`src/rtl/seq_det_param_pkg.sv`:
```
// seq_det_param shared package
// Default sizing, reset pattern and counter helper.
package seq_det_pkg;

    localparam int DEF_W = 8;
    localparam int DEF_CW = 8;
    localparam logic [7:0] DEF_PAT = 8'b11010011;

    // Counter width is a run-time argument so one helper serves any CW.
    function automatic logic [31:0] sat_inc(
        input logic [31:0] v,
        input int unsigned cw
    );
        logic [31:0] max;
        max = (cw >= 32) ? '1 : ((32'd1 << cw) - 32'd1);
        return (v >= max) ? v : v + 32'd1;
    endfunction

endpackage

```
`src/rtl/seq_det_param_if.sv`:
```
// seq_det_param stream/control bundle
// Master drives stream and control, slave returns match outputs.
interface seq_det_param_if
    import seq_det_pkg::*;
#(
    parameter int W = DEF_W,
    parameter int CW = DEF_CW
);

    logic          EN;
    logic          DIN;
    logic          OVL;
    logic          LOAD;
    logic [W-1:0]  PAT_IN;
    logic [W-1:0]  MASK_IN;
    logic          CLR_CNT;
    logic          SOUT;
    logic [CW-1:0] MCNT;

    modport master (
        output EN, DIN, OVL, LOAD,
        output PAT_IN, MASK_IN, CLR_CNT,
        input  SOUT, MCNT
    );

    modport slave (
        input  EN, DIN, OVL, LOAD,
        input  PAT_IN, MASK_IN, CLR_CNT,
        output SOUT, MCNT
    );

endinterface

```
`src/rtl/seq_det_param_win_cmp.sv`:
```
// seq_win_cmp: masked window compare
// A masked bit only counts when it holds a real sample.
module seq_win_cmp #(
    parameter int W = seq_det_pkg::DEF_W,
    parameter int FW = 4
) (
    input  logic [W-1:0]  win,
    input  logic [W-1:0]  pat,
    input  logic [W-1:0]  mask,
    input  logic [FW-1:0] fill,
    output logic          hit
);

    logic [W-1:0] vld;

    always_comb begin
        vld = '0;
        for (int i = 0; i < W; i++) begin
            vld[i] = (i < int'(fill));
        end
        hit = (|mask)
            && ~|(mask & ~vld)
            && ~|((win ^ pat) & mask);
    end

endmodule

```
`src/rtl/seq_det_param.sv`:
```
// seq_det_param: programmable serial sequence detector
// Sliding window, masked pattern, saturating match count.
module seq_det_param #(
    parameter int W = seq_det_pkg::DEF_W,
    parameter int CW = seq_det_pkg::DEF_CW,
    parameter logic [W-1:0] DEF_PAT =
        W'(seq_det_pkg::DEF_PAT),
    parameter logic [W-1:0] DEF_MASK = '1
) (
    input logic             CLK,
    input logic             RST,
    seq_det_param_if.slave  bus
);

    import seq_det_pkg::*;

    localparam int FW = $clog2(W + 1);

    logic [W-1:0]  hist;
    logic [W-1:0]  pat;
    logic [W-1:0]  mask;
    logic [W-1:0]  win;
    logic [FW-1:0] fill;
    logic [FW-1:0] fill_n;
    logic          hit;
    logic          match;
    logic          sout;
    logic [CW-1:0] mcnt;

    assign win = {hist[W-2:0], bus.DIN};

    assign fill_n = (fill == FW'(W))
                  ? fill
                  : fill + FW'(1);

    assign match = bus.EN && !bus.LOAD && hit;

    seq_win_cmp #(
        .W  (W),
        .FW (FW)
    ) u_cmp (
        .win  (win),
        .pat  (pat),
        .mask (mask),
        .fill (fill_n),
        .hit  (hit)
    );

    always_ff @(posedge CLK) begin
        if (RST) begin
            hist <= '0;
            fill <= '0;
            pat  <= DEF_PAT;
            mask <= DEF_MASK;
            sout <= 1'b0;
            mcnt <= '0;
        end else begin
            sout <= 1'b0;
            if (bus.LOAD) begin
                pat  <= bus.PAT_IN;
                mask <= bus.MASK_IN;
                hist <= '0;
                fill <= '0;
            end else if (bus.EN) begin
                hist <= win;
                // Non-overlap: restart the window after a hit
                fill <= (hit && !bus.OVL) ? '0 : fill_n;
                sout <= hit;
            end
            if (bus.CLR_CNT) begin
                mcnt <= match ? CW'(1) : '0;
            end else if (match) begin
                mcnt <= CW'(sat_inc(32'(mcnt), CW));
            end
        end
    end

    assign bus.SOUT = sout;
    assign bus.MCNT = mcnt;

endmodule

```
`src/flat_wrapper.sv`:
```
// flat-port wrapper written by rule: the top's interface ports become plain ports
module seq_det_param_flat import seq_det_pkg::*;
#(
    parameter int W = seq_det_pkg::DEF_W,
    parameter int CW = seq_det_pkg::DEF_CW,
    parameter logic [W-1:0] DEF_PAT =
        W'(seq_det_pkg::DEF_PAT),
    parameter logic [W-1:0] DEF_MASK = '1
)
  (CLK, RST, bus_EN, bus_DIN, bus_OVL, bus_LOAD, bus_PAT_IN, bus_MASK_IN, bus_CLR_CNT, bus_SOUT, bus_MCNT);
  seq_det_param_if #(.W(W), .CW(CW)) bus_i ();
  input logic CLK;
  input logic RST;
  input wire logic [$bits(bus_i.EN)-1:0] bus_EN;
  input wire logic [$bits(bus_i.DIN)-1:0] bus_DIN;
  input wire logic [$bits(bus_i.OVL)-1:0] bus_OVL;
  input wire logic [$bits(bus_i.LOAD)-1:0] bus_LOAD;
  input wire logic [$bits(bus_i.PAT_IN)-1:0] bus_PAT_IN;
  input wire logic [$bits(bus_i.MASK_IN)-1:0] bus_MASK_IN;
  input wire logic [$bits(bus_i.CLR_CNT)-1:0] bus_CLR_CNT;
  output wire logic [$bits(bus_i.SOUT)-1:0] bus_SOUT;
  output wire logic [$bits(bus_i.MCNT)-1:0] bus_MCNT;
  assign bus_i.EN = bus_EN;
  assign bus_i.DIN = bus_DIN;
  assign bus_i.OVL = bus_OVL;
  assign bus_i.LOAD = bus_LOAD;
  assign bus_i.PAT_IN = bus_PAT_IN;
  assign bus_i.MASK_IN = bus_MASK_IN;
  assign bus_i.CLR_CNT = bus_CLR_CNT;
  assign bus_SOUT = bus_i.SOUT;
  assign bus_MCNT = bus_i.MCNT;
  seq_det_param #(.W(W), .CW(CW), .DEF_PAT(DEF_PAT), .DEF_MASK(DEF_MASK)) u_core (.CLK(CLK), .RST(RST), .bus(bus_i));
endmodule
```
`config.mk`:
```
export PLATFORM = sky130hd
export DESIGN_NAME = seq_det_param_flat
export DESIGN_NICKNAME = d
export VERILOG_FILES = /design/src/rtl/seq_det_param_pkg.sv /design/src/rtl/seq_det_param_if.sv /design/src/rtl/seq_det_param_win_cmp.sv /design/src/rtl/seq_det_param.sv /design/src/flat_wrapper.sv
export SDC_FILE = /design/constraint.sdc
export NUM_CORES = 1
export LEC_CHECK = 0
export CORE_MARGIN = 1.5
export CORE_UTILIZATION = 57
export DETAILED_ROUTE_END_ITERATION = 8
export DONT_BUFFER_PORTS = 1
export HOLD_SLACK_MARGIN = 0.06
export PLACE_DENSITY = 0.72
export SYNTH_ARGS = -nofsm -noshare
export SYNTH_HDL_FRONTEND = slang
export SYNTH_SLANG_ARGS = --single-unit
```
`constraint.sdc`:
```
create_clock -name CLK -period 3.2 [get_ports CLK]
set_clock_uncertainty 0.2 [all_clocks]
set_input_delay 0.32 -clock CLK [delete_from_list [all_inputs] [get_ports CLK]]
set_output_delay 0.32 -clock CLK [all_outputs]
set_load 0.05 [all_outputs]
```
==> metrics <==
# diodes 0; DR WL met3 186 um; Tcrit/Tclk final 83.62%; highest routed layer met4; HPWL Detailed 2.615 mm; Async SR Flop Fraction 0%; CP Cell Sequence xor2_1 -> a222oi_1 -> nand3_1 -> or4b_4 -> o21bai_4 -> or4_1 -> a21oi_1; synth unique cells 39; Final Setup Violations 0; max cap viols 0; crit-path max cell delay 0.54 ns; met1 wire length 1.757 mm; post-route ant nets 0; Post-synth EDFFs 0; RSZ-0062 raised after global routing no; Crit-path slowest cell or4b_4; top cell type by total area after synthesis dfxtp_1; CTS H-tree depth 2; minimum clock period 2.676 ns; endpoint class of the critical path register; DR vias/cell 6.073; Max Slew Vio Count 0; vias in the first global route 1421; fmax 373.7 MHz; Starting Density 61.43%; Die ar. 3389 um^2; GR Overflow Total 0; Inst Count DP 215; Cells after Synth 193; Leak 0.7956 nW; Die Y 58.22 um; TritonCTS clock tree built; initial antenna violation count 0; Synthesized Nets 220; flops & latches, synth 36; yosys warns 0; first-pass GRT wire length 6.596 mm; Min-Delay Path Class input pin to register; area share of the largest cell type after synthesis 41.47%; DR WL/cell 16.17 um; main flop type after synthesis dfxtp_1; Worst-Skew Late Latency 0.34 ns; RePlAce Congestion 0.8618; relative slew slack 43.86%; worst-case clock buffer depth 2; WL met2 1.875 mm; most frequent cell after synthesis dfxtp_1; largest net degree at the start of global routing 17; WP data required 3.28 ns; Num CTS Buffers 5; Root Driver clkbuf_4; status complete, no violations; share of layout cells above drive strength 1 5.140%; worst vdd rail ir drop 0.0003849 V; part of the Yosys area used for sequential elements 41.47%; Post-Route Setup TNS 0 ns; Die X 58.22 um; synth cell count leaders 36 x dfxtp_1, 21 x mux2i_1, 19 x nor2_1; Post-Syn Area 1738 um^2; row count 19; post-route insts no fill 245; syn avg cell area 9.005 um^2; # IOs 32; Max Fanout on Critical Path 15; P&R area growth vs syn 16.20%; clock-pin transition on the worst setup and hold timing paths 0.10 ns; CTS Sinks 36; worst slew pin tran 0.8393 ns; via count 1488; Startpoint Class register; fillers 214; final WL 3.961 mm; Buffers on Ports 0; Final Hold Viols 0; GR Util All Layers 25.82%; Final #Nets 241; First-pass DRT Iterations 4; final instance area 2019 um^2; initial DRC count 74; most area-consuming cells after synthesis dfxtp_1 41%, mux2i_1 12%, nor2_1 4.1%; # DRC 0; core area 2829 um^2; WS Path Type register to register; DP Area 1743 um^2; crit path DAT 2.75 ns; PD cells 387.0 nW/um^2
## layout make-up
class,instances,area [um^2],area share (%)
multi-input combinational,142,960.9,47.58
sequential,36,720.7,35.69
timing repair buffer,23,230.2,11.40
clock buffer,6,41.29,2.045
tap,31,38.79,1.921
inverter,6,22.52,1.115
clock inverter,1,5.005,0.2478
## sequential cells by signal, indices dropped and copies added, names as in the netlist
signal,flops
u_core.bus.MCNT,8
u_core.mask,8
u_core.pat,8
u_core.hist,7
u_core.fill,4
u_core.bus.SOUT,1
## worst paths after layout
| path | from | endpoint | slack [ns] | cells after the start |
|---|---|---|---|---|
| setup reg to reg | u_core.pat[0] | u_core.bus.MCNT[3] | 0.52 | 7 |
| hold / removal | RST | u_core.fill[3] | 0.08 | 2 |
| hold reg to reg | u_core.fill[3] | u_core.fill[3] | 0.30 | 2 |
| setup / recovery | u_core.pat[0] | u_core.bus.MCNT[3] | 0.52 | 7 |
## cells in the final DEF, fill, tap and decap left out, types with 5 or more instances in the layout
| master | n |
|---|---|
| inv_1 | 6 |
| nand2_1 | 18 |
| nor2_1 | 19 |
| or4_1 | 5 |
| a21oi_1 | 7 |
| dlygate4sd3_1 | 23 |
| nand3_1 | 9 |
| mux2i_1 | 21 |
| xor2_1 | 7 |
| o31ai_1 | 7 |
| clkbuf_4 | 5 |
| dfxtp_1 | 36 |
## worst max-delay path: cells and delay by family (launching register included)
kind / cells / cell delay (ns)
AOI/OAI and AO/OA: 3 / 0.74
and+or+nand+nor: 3 / 1.19
xor gates and xnor gates: 1 / 0.14
DFF: 1 / 0.33
## what timing repair did
| action | in CTS | in global routing |
|---|---|---|
| hold endpoints to repair | 36 | 0 |
| gates resized for setup | 0 | 0 |
| setup buffers | 0 | 0 |
| hold buffers | 23 | 0 |
## where the power goes
part	switching [W]	internal, W	leakage (nW)
Sequential	0.0000135	0.000462	0.294
Combinational	0.0000377	0.0000445	0.474
Clock	0.000143	0.0000809	0.0281
## metrics by stage
step | worst slack [ns] | power, W | utilization [%] | hold slack, ns
after floorplan | 0.7367 | 0.0005302 | - | 0.2489
after global placement | 0.5785 | 0.0005299 | 61.61 | 0.1950
after detailed placement | 0.5344 | 0.0005319 | 61.61 | 0.1953
after CTS | 0.5305 | 0.0007820 | 71.38 | 0.07090
after global routing | 0.3905 | 0.0008096 | 71.38 | 0.08836
final | 0.5242 | 0.0007815 | 71.38 | 0.08015
## kinds of logic (layout without fill, tap and decap cells)
group	after synthesis	count (layout)	share of synthesized area [%]
AO/OA/AOI/OAI	36	36	14.98
flip-flops	36	36	41.47
XOR/XNOR	10	10	5.040
adder cells (fa/ha/maj)	4	4	2.880
buffers and inverters	15	36	3.240
multiplexers	21	21	12.09
AND/OR/NAND/NOR	71	71	20.30
## layer usage
metal,vias to the layer above,GRT usage (%)
li1,732,-
met1,692,31.69
met2,46,42.21
met3,18,6.920
met4,0,11.96
met5,-,0
(Power assumes the default switching activity.)
